File: src/rtl/counter_pkg.sv
// Shared definitions for the counter sequencing controller: FSM state
// encodings, count-direction constants and the default step divider.
package counter_pkg;

    // FSM state encoding, also exported on the state output
    typedef enum logic [1:0] {
        ST_IDLE  = 2'd0,
        ST_RUN   = 2'd1,
        ST_PAUSE = 2'd2,
        ST_LOAD  = 2'd3
    } state_t;

    localparam logic DIR_UP   = 1'b0;
    localparam logic DIR_DOWN = 1'b1;

    // 1 Hz step at a 100 MHz system clock
    localparam int unsigned TICK_DIV_DEFAULT = 100_000_000;

endpackage

File: src/rtl/tick_prescaler.sv
// Step prescaler: counts 0..TICK_DIV-1 while run is high, holds while run is
// low, and is forced to zero by clear_cnt. tick marks the last count in run.
module tick_prescaler
    import counter_pkg::*;
#(
    parameter int unsigned TICK_DIV = TICK_DIV_DEFAULT
) (
    input  logic clk,
    input  logic clr,
    input  logic run,
    input  logic clear_cnt,
    output logic tick
);

    localparam int unsigned CW = (TICK_DIV > 1) ? $clog2(TICK_DIV) : 1;
    localparam logic [CW-1:0] LAST = CW'(TICK_DIV - 1);

    logic [CW-1:0] r_cnt;

    // Prescale counter: clear, advance-with-wrap in run, otherwise hold
    always_ff @(posedge clk) begin
        if (clr || clear_cnt) begin
            r_cnt <= '0;
        end else if (run) begin
            r_cnt <= (r_cnt == LAST) ? '0 : r_cnt + 1'b1;
        end
    end

    assign tick = run && (r_cnt == LAST);

endmodule

File: src/rtl/counter_seq_ctrl.sv
// Sequencing controller for the up/down loadable counter: turns debounced
// run/load/mode button levels into count-enable, load and direction controls.
// Optional macro COUNTER_SEQ_CTRL_AUTO_STOP_EN pauses the sequence and pulses
// done on the step that reaches the terminal count.
module counter_seq_ctrl
    import counter_pkg::*;
#(
    parameter int unsigned     TICK_DIV = TICK_DIV_DEFAULT,
    parameter int unsigned     WIDTH    = 8,
    parameter logic [WIDTH-1:0] LIMIT   = '1
) (
    input  logic             clk,
    input  logic             clr,
    input  logic             run_btn,
    input  logic             load_btn,
    input  logic             mode_btn,
    input  logic [WIDTH-1:0] count,
    output logic             cnt_en,
    output logic             cnt_load,
    output logic             cnt_dir,
    output logic [1:0]       state,
    output logic             done
);

    state_t r_state;
    state_t w_state_d;
    logic   r_run_prev;
    logic   r_load_prev;
    logic   r_mode_prev;
    logic   r_from_run;
    logic   r_cnt_en;
    logic   r_cnt_dir;
    logic   w_run_rise;
    logic   w_load_rise;
    logic   w_mode_rise;
    logic   w_dir_toggle;
    logic   w_tick;
    logic   w_terminal;
    logic   w_in_run;
    logic   w_clear_cnt;

    assign w_run_rise  = run_btn & ~r_run_prev;
    assign w_load_rise = load_btn & ~r_load_prev;
    assign w_mode_rise = mode_btn & ~r_mode_prev;

    assign w_in_run    = (r_state == ST_RUN);
    assign w_clear_cnt = (r_state == ST_IDLE) || (r_state == ST_LOAD);

    tick_prescaler #(
        .TICK_DIV (TICK_DIV)
    ) u_tick_prescaler (
        .clk       (clk),
        .clr       (clr),
        .run       (w_in_run),
        .clear_cnt (w_clear_cnt),
        .tick      (w_tick)
    );

`ifdef COUNTER_SEQ_CTRL_AUTO_STOP_EN
    logic w_at_limit;
    logic r_done;

    // Next step lands on the terminal count in the current direction
    assign w_at_limit = (r_cnt_dir == DIR_DOWN) ? (count == WIDTH'(1))
                                                : (count == LIMIT - 1'b1);
    assign w_terminal = w_tick & w_at_limit;

    // done coincides with the cnt_en of the terminal step
    always_ff @(posedge clk) begin
        if (clr) begin
            r_done <= 1'b0;
        end else begin
            r_done <= w_terminal;
        end
    end

    assign done = r_done;
`else
    logic w_unused_count;

    assign w_unused_count = ^{count, LIMIT};
    assign w_terminal     = 1'b0;
    assign done           = 1'b0;
`endif

    // Next-state decode; load outranks run, and a load rise also swallows mode
    always_comb begin
        w_state_d    = r_state;
        w_dir_toggle = 1'b0;
        unique case (r_state)
            ST_LOAD: w_state_d = r_from_run ? ST_PAUSE : ST_IDLE;
            default: begin
                if (w_load_rise) begin
                    w_state_d = ST_LOAD;
                end else begin
                    w_dir_toggle = w_mode_rise;
                    if (w_run_rise) begin
                        w_state_d = (r_state == ST_RUN) ? ST_PAUSE : ST_RUN;
                    end else if (w_terminal) begin
                        w_state_d = ST_PAUSE;
                    end
                end
            end
        endcase
    end

    // State, edge-detect history, direction and step strobe registers
    always_ff @(posedge clk) begin
        if (clr) begin
            r_state     <= ST_IDLE;
            r_run_prev  <= 1'b1;  // held buttons must be released before they count
            r_load_prev <= 1'b1;
            r_mode_prev <= 1'b1;
            r_from_run  <= 1'b0;
            r_cnt_en    <= 1'b0;
            r_cnt_dir   <= DIR_UP;
        end else begin
            r_state     <= w_state_d;
            r_run_prev  <= run_btn;
            r_load_prev <= load_btn;
            r_mode_prev <= mode_btn;
            r_cnt_en    <= w_tick;
            if ((r_state != ST_LOAD) && w_load_rise) begin
                r_from_run <= (r_state == ST_RUN);
            end
            if (w_dir_toggle) begin
                r_cnt_dir <= (r_cnt_dir == DIR_UP) ? DIR_DOWN : DIR_UP;
            end
        end
    end

    assign state    = r_state;
    assign cnt_en   = r_cnt_en;
    assign cnt_load = (r_state == ST_LOAD);
    assign cnt_dir  = r_cnt_dir;

endmodule

File: config.mk
export PLATFORM = sky130hd
export DESIGN_NAME = counter_seq_ctrl
export DESIGN_NICKNAME = d
export VERILOG_FILES = /design/src/rtl/counter_pkg.sv /design/src/rtl/tick_prescaler.sv /design/src/rtl/counter_seq_ctrl.sv
export SDC_FILE = /design/constraint.sdc
export NUM_CORES = 1
export LEC_CHECK = 0
export ABC_CLOCK_PERIOD_IN_PS = 3100
export CAP_MARGIN = 30
export CORE_ASPECT_RATIO = 2
export CORE_MARGIN = 2
export CORE_UTILIZATION = 55
export CTS_CLUSTER_SIZE = 10
export DETAILED_ROUTE_END_ITERATION = 6
export PLACE_DENSITY = 0.84
export SYNTH_ARGS = -nofsm -noshare
export SYNTH_HDL_FRONTEND = slang
export SYNTH_SLANG_ARGS = --single-unit
File: constraint.sdc
create_clock -name clk -period 3.1 [get_ports clk]
set_input_delay 0.31 -clock clk [delete_from_list [all_inputs] [get_ports clk]]
set_output_delay 0.31 -clock clk [all_outputs]
set_load 0.05 [all_outputs]
== Word level (Yosys, flattened, before mapping) ==
Cells that the tools add are included.

* Add/sub/neg operators: 1
* Multiply operators: 0
* Div/mod/pow operators: 0
* $lt $le $gt $ge: 0
* Eq/ne operators: 4
* Shift operators: 0
* Mux-type cells: 9
* Bitwise gates (word level): 6
* Reduce and logical (&&, ||, !) cells: 6

{| class="wikitable"
|+ Operators by type and width
! cell !! count
|-
| adder 27 x 1 -> 27 bit, second input constant || 1
|-
| equality test 27 bit, second input constant || 1
|-
| two-way mux 27 bit || 1
|-
| two-way mux 2 bit || 5
|-
| bitwise AND 1 bit || 3
|-
| two-way mux 1 bit || 3
|-
| NOT 1 bit || 3
|-
| nonzero test 3 bit || 1
|-
| equality test 2 x 1 -> 1 bit, second input constant || 1
|-
| equality test 2 bit, second input constant || 1
|-
| logical AND 1 bit || 2
|-
| zero test 2 bit || 1
|-
| logical OR 1 bit || 2
|-
| != test 2 bit, second input constant || 1
|}

* Register bits: 35
* Latch bits: 0
* Memory bits (writable): 0
* Bits in read-only memories: 0
* Input port bits: 13
* Word-level logic and storage cells: 34
* Memories: 0

== Logic depth before layout (Yosys ltp) ==
Gate-level depths: netlist of the first run.

* Word-level depth: 5
* Depth in mapped cells: 9
* Mapped depth without buffers: 6

== By module ==
A second synthesis of the first run with hierarchy kept.

* Cells, all modules: 185
* Area total of the unflattened synthesis: 1651.6 um^2

{| class="wikitable"
|+ By module, submodules not included
! module !! times used !! cells an instance !! area each (um^2) !! seq. area each (um^2)
|-
| tick_prescaler || 1 || 152 || 1298.7 || 540.5
|-
| counter_seq_ctrl || 1 || 33 || 352.8 || 160.2
|}

== Least setup slack after synthesis of the first run ==
No wires, ideal clock.

* Path kind: register to register
* Start: reg r_state[0] (netlist: state[0])
* End: reg u_tick_prescaler.r_cnt[19]
* Library setup time: 86 ps
* Arrival: 2260 ps
* Slack: 755 ps
* Stages on the path, launching flop included: 8
* Path buffers: 2
* Cells stage by stage: dfxtp_1 > ha_1 > buf_2 > and4_1 > buf_2 > nand3_1 > or4_1 > a211oi_1

{| class="wikitable"
|+ RTL lines
! item !! line !! text
|-
| start, declared || counter_seq_ctrl.sv:25 || <nowiki>state_t r_state;</nowiki>
|-
| start signal, assigned || counter_seq_ctrl.sv:118 || <nowiki>r_state <= w_state_d;</nowiki>
|-
| equality test 2 x 1 -> 1 bit || counter_seq_ctrl.sv:46 || <nowiki>assign w_in_run = (r_state == ST_RUN);</nowiki>
|-
| named net u_tick_prescaler.run || tick_prescaler.sv:10 || <nowiki>input logic run,</nowiki>
|-
| end signal, assigned || tick_prescaler.sv:25 || <nowiki>r_cnt <= (r_cnt == LAST) ? '0 : r_cnt + 1'b1;</nowiki>
|-
| end, declared || tick_prescaler.sv:18 || <nowiki>logic [CW-1:0] r_cnt;</nowiki>
|}

The timed path passes the listed nets, and every way through them passes these cells.
A chain may end at the register's enable or synchronous reset.

== Final worst setup path of the first run ==
* Start: reg r_state[0] (netlist: state[0])
* End: reg u_tick_prescaler.r_cnt[23]

Same word-level chain as after synthesis.

==> run summary, run 1 <==
Clock tree
• **Root Buffer Master** clkbuf_8
• **insertion delay to the later sink of the worst-skew pair** 0.29 ns
• **maximum count of clock buffers along a single path** 2
• **clock edge transition at the registers on the reported setup and hold paths** 0.07 ns
• **clock tree from TritonCTS** built
• **number of gates resized after cts** 0
• **TritonCTS buffer count** 5
• **level count of the clock H-tree** 2
• **TritonCTS Sinks** 35
• **Setup Buffers After CTS** 0
• **count of hold-fix buffers inserted at cts** 0

Global route
• **first-pass GRT wire length** 6.713 mm
• **via count of the first global-routing pass** 1525
• **largest net degree at the start of global routing** 28
• **global-route usage over all layers** 23.76%
• **antenna violations before repair** 0
• **total overflow reported by the global router** 0

STA
• **final period demand of the worst path** 2.448 ns
• **Relative slew margins** 65.33%
• **clock skew after layout** 0.009203 ns
• **Setup-failing EPs final** 0
• **slew at the pin with the worst max-slew slack** 0.5201 ns
• **sum of negative setup slack** 0 ns
• **Final Hold Fails** 0
• **max-slew violation total from the final report** 0
• **highest clock frequency the design can meet** 408.5 MHz
• **post-route worst hold slack** 0.4718 ns
• **RSZ-0062 raised after global routing** no
• **least setup slack across all paths after layout** 0.6522 ns
• **final worst path period share** 78.96%

Placement
• **DPL Wire Length** 2.827 mm
• **worst setup slack after placement** 0.6236 ns
• **gp weighted congestion** 0.9051
• **Post-Place Cell Area** 1800 um^2
• **IO buf count** 9

Yosys
• **synthesis warning total** 0
• **Seq cells post-synth** 35
• **sequential element share of the synthesized area** 40.06%
• **synthesized area** 1749 um^2
• **Cell variety after synth** 42
• **post-synthesis area per instance** 8.879 um^2
• **number of flops mapped to enable cells by yosys** 0
• **share of async-settable or async-resettable flops after synthesis** 0%
• **syn nets** 213
• **Gate Count Post-Synth** 197
• **Main synth FF type** dfxtp_1

Layout
• **Net count, final** 214
• **Antenna Diode Count** 0
• **Layout fillers** 281
• **footprint of the multi-input gates** 955.9 um^2
• **ratio of cells with drive above 1 in the final layout** 7.538%
• **final instance area** 1882 um^2
• **area taken by flip-flops and latches** 700.7 um^2
• **Layout area overhead** 7.582%

Detailed routing
• **drt initial violations** 52
• **Total Routed Length** 3.907 mm
• **first-pass detailed-route iteration total** 4
• **total via count in the routed design** 1512
• **Via-to-Cell Ratio** 6.574
• **number of remaining DRC errors** 0
• **average wire per standard cell** 16.99 um
• **Antenna Violating Nets Remaining** 0

Floorplanning
• **I/O pin count** 19
• **row count** 29
• **standard cell core area** 3120 um^2
• **starting utilization of the core area** 56.05%
• **Die Footprint** 3675 um^2
• **die height** 83.75 um
• **Die Width** 43.88 um

Setup path
• **Critical Path RT** 3.24 ns
• **maximum cell stage delay along the critical path** 0.53 ns
• **critical path fanouts, max** 12
• **cell chain of the critical path** ha_1 > and3_1 > nand4_1 > nor3_4 > buf_4 > a211oi_1
• **Critical R2R Launch** state[0]
• **standard cell with the maximum stage delay on the critical path** nor3_4
• **arrival time at the worst endpoint** 2.59 ns
• **Critical Path Source** state[0]
• **type of the worst setup path** reg2reg
• **Critical Path Sink Type** register
• **crit path launch type** register

Flow run
• **max-cap check violation count** 0

Pwr
• **sequential power share** 55.9%
• **reported leakage power** 0.0005964 uW
• **logic gate share of total power** 6.3%
• **pwr dens** 435.7 nW/um^2
• **internal power** 631.0 uW
• **proportion of total power due to net switching** 23.04%
• **power spent charging and discharging nets** 188.9 uW
• **relative contribution of the clock network to total power** 37.8%
• **Worst IR Drop VDD** 0.0002931 V

Hold path
• **worst min-delay path startpoint** r_from_run
• **kind of path behind the tightest hold check** reg2reg

Outcome
• **outcome** complete, no violations

cells in the final DEF (no fill, tap or decap), types with 2 or more instances in the layout:
master,count
nand3_1,9
or3_1,7
mux2i_1,2
a211oi_1,11
nor3_1,12
clkbuf_8,5
a21oi_1,4
and3_1,4
nand2b_1,2
a31oi_1,2
or2_2,4
nand4_1,11
clkdlybuf4s50_1,9
nand2_1,12
o21ai_0,6
and4_1,6
a311oi_1,2
o31ai_1,7
o211ai_1,2
clkbuf_1,2
xor2_1,10
dfxtp_1,35
ha_1,3
xnor2_1,3
or4_1,7
inv_1,2
nor2_1,5
layout make-up:
class / instances / share of cell area, %
multi-input cells: 144 / 50.80
inverters: 2 / 0.3989
flip-flops and latches: 35 / 37.23
clock buffers: 7 / 4.056
repair buffers: 10 / 5.186
well taps: 31 / 2.061
clock inverters: 1 / 0.2660
synth_stat cells (2+ instances only):
master	count	area [um^2]
o21ai_0	6	30.03
mux2i_1	2	20.02
nand2_1	12	45.04
or3_1	7	43.79
nor3_1	12	60.06
xor2_1	10	87.58
o211ai_1	2	15.01
clkbuf_1	7	26.28
or4_1	7	52.55
ha_1	3	37.54
a21oi_1	4	20.02
o31ai_1	7	52.55
xnor2_1	3	26.28
or2_2	4	25.02
nand2b_1	2	12.51
buf_6	2	22.52
nand4_1	11	68.82
a311oi_1	2	17.52
and4_1	6	52.55
nand3_1	9	45.04
buf_2	5	25.02
nor2_1	5	18.77
and3_1	4	25.02
inv_1	2	7.510
a211oi_1	11	82.58
dfxtp_1	35	700.7
a31oi_1	2	12.51
worst max-delay path, delay by kind of cell, from the launching register on:
kind	cells	cell delay, ns
flip-flops	1	0.38
AO/OA/AOI/OAI	1	0.06
adder cells (fa/ha/maj)	1	0.35
AND/OR/NAND/NOR	3	1.23
buffers and inverters	1	0.27
per-layer routing:
| layer | track usage (%) | up-vias | part of all wire, % |
|---|---|---|---|
| met3 | 4.545 | 13 | 3.5 |
| met2 | 40.24 | 43 | 54 |
| met5 | 0 | - | 0 |
| li1 | - | 740 | - |
| met4 | 14.33 | 0 | 2.8 |
| met1 | 25.68 | 716 | 39 |
per-stage QoR:
step / instances / power (uW) / utilization [%]
floorplan: 197 / 506.2 / -
global placement: 222 / 518.3 / 57.70
detailed placement: 222 / 520.1 / 57.70
CTS: 230 / 829.6 / 60.30
global route: 230 / 857.0 / 60.30
finish: 230 / 819.8 / 60.30
registers in the layout, summed over array words and instances, names as in the netlist:
signal and flops:
cnt_dir 1, cnt_en 1, r_load_prev 1, u_tick_prescaler.r_cnt 27
r_from_run 1, r_mode_prev 1, state 2, r_run_prev 1
worst paths after layout:
kind,endpoint,slack (ns),depth (start not counted)
worst max-delay path,u_tick_prescaler.r_cnt[23],0.65,6
worst min-delay path,state[1],0.47,2
worst max register to register,u_tick_prescaler.r_cnt[23],0.65,6
worst min register to register,state[1],0.47,2
kinds of logic (layout without fill, tap and decap cells):
kind of cell,count (synthesis),after routing,share of synthesized area [%]
AO/OA/AOI/OAI,36,36,14.09
XOR/XNOR,13,13,6.509
adder cells (fa/ha/maj),3,3,2.146
buffers and inverters,18,20,5.293
flip-flops,35,35,40.06
multiplexers,2,2,1.145
other,1,1,0.2144
AND/OR/NAND/NOR,89,89,30.54
power by group through the flow:
stage               logic [uW]  clock network (uW)  registers (uW)
global route              56.5                 342             458
CTS                       52.4                 319             458
global placement          50.2                   0             468
finish                    51.9                 310             458
floorplan                 29.0                   0             477
detailed placement        51.6                   0             468
Note: power is estimated with default switching activity, not from simulation.
==> inputs of run 2 (changes only) <==
--- a/config.mk
+++ b/config.mk
@@ -5,7 +5,7 @@
 export SDC_FILE = /design/constraint.sdc
 export NUM_CORES = 1
 export LEC_CHECK = 0
-export ABC_CLOCK_PERIOD_IN_PS = 3100
+export ABC_CLOCK_PERIOD_IN_PS = 2560
 export CAP_MARGIN = 30
 export CORE_ASPECT_RATIO = 2
 export CORE_MARGIN = 2
==> constraint.sdc (replaced) <==
create_clock -name clk -period 2.56 [get_ports clk]
set_input_delay 0.256 -clock clk [delete_from_list [all_inputs] [get_ports clk]]
set_output_delay 0.256 -clock clk [all_outputs]
set_load 0.05 [all_outputs]
==> run 2 against run 1 <==
Final cell count up 1.3%. Non-clock buffer count grew 3. Routed wire length up 1.1%. Largest power group unchanged. Critical endpoint is now u_tick_prescaler.r_cnt[24].
==> run summary, run 2 (synthesized netlist as in run 1, its figures left out) <==
Setup path
• **kind of cell with the highest combined delay on the critical path** simple AND/OR/NAND/NOR gates
• **Critical R2R Launch** state[0]
• **Critical Path Sink Type** register
• **cell chain of the critical path** ha_1 > and3_1 > nand4_1 > or4_1 > a211oi_1
• **number of cell instances on the worst register-to-register path** 5
• **type of the worst setup path** reg2reg
• **reg2reg setup slack** 0.30 ns
• **critical path fanouts, max** 8
• **maximum cell stage delay along the critical path** 0.54 ns
• **standard cell with the maximum stage delay on the critical path** or4_1
• **Stages on worst setup path** 5
• **arrival time at the worst endpoint** 2.46 ns
• **Critical Path RT** 2.75 ns
• **Critical path buffers and inverters** 0
• **crit path launch type** register
• **terminus of the critical flop-to-flop path** u_tick_prescaler.r_cnt[24]

Layout
• **highest-count cells in the layout ignoring fill and taps** dfxtp_1 (35), nand2_1 (12), nor3_1 (12), nand4_1 (11), a211oi_1 (11)
• **footprint of the multi-input gates** 955.9 um^2
• **Antenna Diode Count** 0
• **max FFs per register** 27
• **filler-free cell count of the finished design** 233
• **Layout fillers** 273
• **Layout area overhead** 10.94%
• **ratio of cells with drive above 1 in the final layout** 9.901%
• **largest register by flop count** u_tick_prescaler.r_cnt
• **Net count, final** 217
• **commonest non-fill, non-tap cell in the layout** dfxtp_1
• **area taken by flip-flops and latches** 700.7 um^2

Global route
• **total overflow reported by the global router** 0
• **antenna violations before repair** 0
• **largest net degree at the start of global routing** 28
• **global-route usage over all layers** 24.19%
• **via count of the first global-routing pass** 1581
• **first-pass GRT wire length** 6.824 mm

STA
• **Relative slew margins** 65.51%
• **max-slew violation total from the final report** 0
• **final worst path period share** 88.41%
• **highest clock frequency the design can meet** 441.9 MHz
• **slew at the pin with the worst max-slew slack** 0.5174 ns
• **clock skew after layout** 0.003782 ns
• **final period demand of the worst path** 2.263 ns
• **RSZ-0062 raised after global routing** no
• **Final Hold Fails** 0
• **Setup-failing EPs final** 0
• **sum of negative setup slack** 0 ns

Floorplanning
• **I/O pin count** 19
• **Die Width** 43.88 um
• **standard cell core area** 3120 um^2
• **row count** 29
• **Die Footprint** 3675 um^2
• **die height** 83.75 um
• **starting utilization of the core area** 56.05%

Placement
• **dpl cells** 225
• **DPL Wire Length** 2.883 mm
• **gp weighted congestion** 0.9216
• **IO buf count** 9

Clock tree
• **number of gates resized after cts** 0
• **Setup Buffers After CTS** 0
• **TritonCTS Sinks** 35
• **level count of the clock H-tree** 2
• **clock edge transition at the registers on the reported setup and hold paths** 0.07 ns
• **count of hold-fix buffers inserted at cts** 0
• **insertion delay to the later sink of the worst-skew pair** 0.28 ns
• **Root Buffer Master** clkbuf_8
• **maximum count of clock buffers along a single path** 2
• **TritonCTS buffer count** 5
• **clock tree from TritonCTS** built

Hold path
• **worst min-delay path startpoint** r_from_run
• **Cells on Worst Hold Path** 2
• **kind of path behind the tightest hold check** reg2reg
• **end point of the most critical hold path** state[1]

Pwr
• **relative contribution of the clock network to total power** 45.0%
• **sequential power share** 49.3%
• **pwr dens** 579.5 nW/um^2
• **power spent charging and discharging nets** 235.4 uW
• **proportion of total power due to net switching** 20.93%
• **Worst IR Drop VDD** 0.0005739 V
• **reported leakage power** 0.0006311 uW
• **logic gate share of total power** 5.7%
• **internal power** 889.2 uW

Detailed routing
• **Via-to-Cell Ratio** 6.708
• **Total Routed Length** 3.950 mm
• **drt initial violations** 58
• **met1 layer wirelength in the final routing** 1.455 mm
• **average wire per standard cell** 16.95 um
• **first-pass detailed-route iteration total** 4
• **DR WL met3** 175 um
• **sum of met2 wire segment lengths after detailed routing** 2.210 mm
• **total via count in the routed design** 1563
• **top sig layer** met4
• **Antenna Violating Nets Remaining** 0
• **number of remaining DRC errors** 0

Flow run
• **max-cap check violation count** 0

Outcome
• **outcome** complete, no violations

-- run 2: changes by cell type in the layout (fill, tap and decap cells not counted) --
| cell | previous run | this run |
|---|---|---|
| buf_4 | 1 | 4 |
| bufinv_16 | 0 | 1 |
| clkbuf_1 | 2 | 0 |
| clkbuf_8 | 5 | 6 |
-- run 2: area by class of cell --
cell class / instances / area share (%)
clock buffer: 6 / 4.255
clock inverter: 2 / 1.805
inverter: 2 / 0.3868
multi-input combinational: 144 / 49.26
sequential: 35 / 36.11
tap: 31 / 1.999
timing repair buffer: 13 / 6.190
-- run 2: worst register-to-register path: cells and delay by family (launching register included) --
family	cells	cell delay, ns
AOI/OAI and AO/OA	1	0.25
and+or+nand+nor	3	1.20
DFF	1	0.38
adders and majority gates	1	0.34
-- run 2: power by group through the flow --
stage	Combinational (uW)	Clock, uW	Sequential (uW)
final	64.1	506	555
after global routing	70.2	537	555
after CTS	64.9	517	555
after detailed placement	64.4	0	567
after global placement	62.3	0	567
after floorplan	35.1	0	578
-- run 2: worst max-delay path by stage --
stage	startpoint	endpoint	slack, ns
2_1_floorplan	state[0]	u_tick_prescaler.r_cnt[19]	0.21
3_3_place_gp	state[0]	u_tick_prescaler.r_cnt[24]	0.47
3_5_place_dp	state[1]	u_tick_prescaler.r_cnt[24]	0.33
4_1_cts	state[1]	u_tick_prescaler.r_cnt[24]	0.31
5_1_grt	state[0]	u_tick_prescaler.r_cnt[24]	0.10
6_report	state[0]	u_tick_prescaler.r_cnt[24]	0.30
-- run 2: stage by stage --
stage | cell area, um^2 | setup slack (ns) | hold WS, ns | total power [uW] | util [%]
floorplan | 1749 | 0.2148 | 0.3598 | 613.0 | -
global placement | 1823 | 0.4676 | 0.4429 | 629.1 | 58.42
detailed placement | 1823 | 0.3336 | 0.4610 | 631.6 | 58.42
CTS | 1941 | 0.3097 | 0.4710 | 1136 | 62.19
global route | 1941 | 0.1028 | 0.5027 | 1162 | 62.19
finish | 1941 | 0.2968 | 0.4707 | 1125 | 62.19
-- run 2: routing by layer --
| metal | GRT usage (%) | up-vias |
|---|---|---|
| li1 | - | 748 |
| met1 | 25.00 | 753 |
| met2 | 42.65 | 51 |
| met3 | 4.545 | 11 |
| met4 | 13.50 | 0 |
| met5 | 0 | - |
==> inputs of run 3 (changes only) <==
--- a/config.mk
+++ b/config.mk
@@ -12,7 +12,8 @@
 export CORE_UTILIZATION = 55
 export CTS_CLUSTER_SIZE = 10
 export DETAILED_ROUTE_END_ITERATION = 6
-export PLACE_DENSITY = 0.84
+export DONT_BUFFER_PORTS = 1
+export PLACE_DENSITY = 0.76
 export SYNTH_ARGS = -nofsm -noshare
 export SYNTH_HDL_FRONTEND = slang
 export SYNTH_SLANG_ARGS = --single-unit
==> run 3 against run 2 <==
Utilization down 3.7 points. Combinational power is 21% lower. Routed wire length is 0.89% higher. Sequential share of layout area up 2.3 points. Clock power shrank 23%. Die area unchanged. Largest cell class unchanged.
==> run summary, run 3 (synthesized netlist as in run 1, its figures left out) <==
STA
• **final worst path period share** 86.43%
• **slew at the pin with the worst max-slew slack** 0.5325 ns
• **max-slew violation total from the final report** 0
• **sum of negative setup slack** 0 ns
• **Relative slew margins** 64.50%
• **Setup-failing EPs final** 0
• **highest clock frequency the design can meet** 452.0 MHz
• **clock skew after layout** 0.004221 ns
• **RSZ-0062 raised after global routing** no
• **Final Hold Fails** 0
• **final period demand of the worst path** 2.212 ns

Pwr
• **Worst IR Drop VDD** 0.0003482 V
• **proportion of total power due to net switching** 24.55%
• **sequential power share** 55.9%
• **PnR Total Power** 996.2 uW
• **logic gate share of total power** 5.1%
• **relative contribution of the clock network to total power** 39.0%
• **reported leakage power** 0.0005904 uW
• **power spent charging and discharging nets** 244.5 uW
• **pwr dens** 546.1 nW/um^2
• **internal power** 751.7 uW

Placement
• **IO buf count** 0
• **gp weighted congestion** 0.8143
• **DPL Wire Length** 2.827 mm

Detailed routing
• **first-pass detailed-route iteration total** 4
• **number of remaining DRC errors** 0
• **Antenna Violating Nets Remaining** 0
• **Total Routed Length** 3.985 mm
• **average wire per standard cell** 17.71 um
• **drt initial violations** 43
• **Via-to-Cell Ratio** 6.596
• **total via count in the routed design** 1484

Global route
• **antenna violations before repair** 0
• **global-route usage over all layers** 23.19%
• **largest net degree at the start of global routing** 28
• **first-pass GRT wire length** 6.410 mm
• **total overflow reported by the global router** 0
• **via count of the first global-routing pass** 1463

Clock tree
• **level count of the clock H-tree** 2
• **insertion delay to the later sink of the worst-skew pair** 0.29 ns
• **count of hold-fix buffers inserted at cts** 0
• **TritonCTS buffer count** 5
• **number of gates resized after cts** 0
• **Root Buffer Master** clkbuf_8
• **TritonCTS Sinks** 35
• **maximum count of clock buffers along a single path** 2
• **Setup Buffers After CTS** 0
• **clock edge transition at the registers on the reported setup and hold paths** 0.07 ns
• **clock tree from TritonCTS** built

Layout
• **largest register by flop count** u_tick_prescaler.r_cnt
• **max FFs per register** 27
• **Net count, final** 209
• **ratio of cells with drive above 1 in the final layout** 10.82%
• **Layout area overhead** 4.292%
• **highest-count cells in the layout ignoring fill and taps** dfxtp_1 (35), nand2_1 (12), nor3_1 (12), nand4_1 (11), a211oi_1 (11)
• **Layout fillers** 276
• **commonest non-fill, non-tap cell in the layout** dfxtp_1
• **Antenna Diode Count** 0

Outcome
• **outcome** complete, no violations

Setup path
• **Critical Path Sink Type** register
• **arrival time at the worst endpoint** 2.36 ns
• **kind of cell with the highest combined delay on the critical path** simple AND/OR/NAND/NOR gates
• **type of the worst setup path** reg2reg
• **cell chain of the critical path** inv_1 > ha_1 > and3_1 > nand4_1 > nor3_4 > buf_4 > nor3_1
• **crit path launch type** register
• **critical path fanouts, max** 22
• **standard cell with the maximum stage delay on the critical path** and3_1
• **maximum cell stage delay along the critical path** 0.37 ns
• **Critical path buffers and inverters** 2
• **Critical Path RT** 2.71 ns

Floorplanning
• **Die Footprint** 3675 um^2
• **standard cell core area** 3120 um^2
• **row count** 29
• **starting utilization of the core area** 56.05%
• **Die Width** 43.88 um
• **I/O pin count** 19
• **die height** 83.75 um

Hold path
• **kind of path behind the tightest hold check** in2reg

Flow run
• **max-cap check violation count** 0

run 3: cell types whose count changed in the layout (fill, tap and decap cells not counted):
| cell | previous run | this run |
|---|---|---|
| clkdlybuf4s50_1 | 9 | 0 |
| bufinv_16 | 1 | 0 |
| clkinv_2 | 1 | 3 |
| buf_4 | 4 | 5 |
| clkbuf_8 | 6 | 5 |
run 3: worst register-to-register path: cells and delay by family, from the launching register on:
family | cells | cell delay, ns
adder cells (fa/ha/maj) | 1 | 0.31
buffers and inverters | 2 | 0.34
flip-flops | 1 | 0.32
AND/OR/NAND/NOR | 4 | 1.10
run 3: per-layer routing:
metal,up-vias,track usage (%),part of all wire (%)
met1,707,22.87,39
met5,-,0,0
li1,731,-,-
met4,0,10.74,1.2
met3,4,5.844,4.7
met2,42,42.11,55
run 3: final timing paths:
path               from                   endpoint  slack, ns  cells past startpoint
max reg2reg    state[1]  u_tick_prescaler.r_cnt[5]       0.35                      7
max            state[1]  u_tick_prescaler.r_cnt[5]       0.35                      7
min                 clr                    cnt_dir       0.02                      1
min reg2reg  r_from_run                   state[1]       0.45                      2
run 3: cell type report:
class	instances	area, um^2	share of cell area [%]
clock buffer	5	68.82	3.772
clock inverter	3	15.01	0.8230
inverter	2	7.507	0.4115
multi-input combinational	144	955.9	52.40
sequential	35	700.7	38.41
tap	31	38.79	2.126
timing repair buffer	5	37.54	2.058
run 3: power by group through the flow:
stage | clock (uW) | sequential, uW | combinational [uW]
after floorplan | 0 | 578 | 35.1
after global placement | 0 | 569 | 49.0
after detailed placement | 0 | 570 | 51.1
after CTS | 400 | 557 | 51.3
after global routing | 435 | 557 | 55.1
final | 388 | 557 | 50.9
run 3: metrics by stage:
step / hold WS [ns] / worst slack [ns] / cells / utilization (%) / cell area (um^2)
2_1_floorplan: 0.3598 / 0.2148 / 197 / - / 1749
3_3_place_gp: 0.3284 / 0.4690 / 217 / 55.77 / 1740
3_5_place_dp: 0.3285 / 0.3927 / 217 / 55.77 / 1740
4_1_cts: 0.02046 / 0.3736 / 225 / 58.46 / 1824
5_1_grt: 0.005765 / 0.1945 / 225 / 58.46 / 1824
6_report: 0.02316 / 0.3475 / 225 / 58.46 / 1824
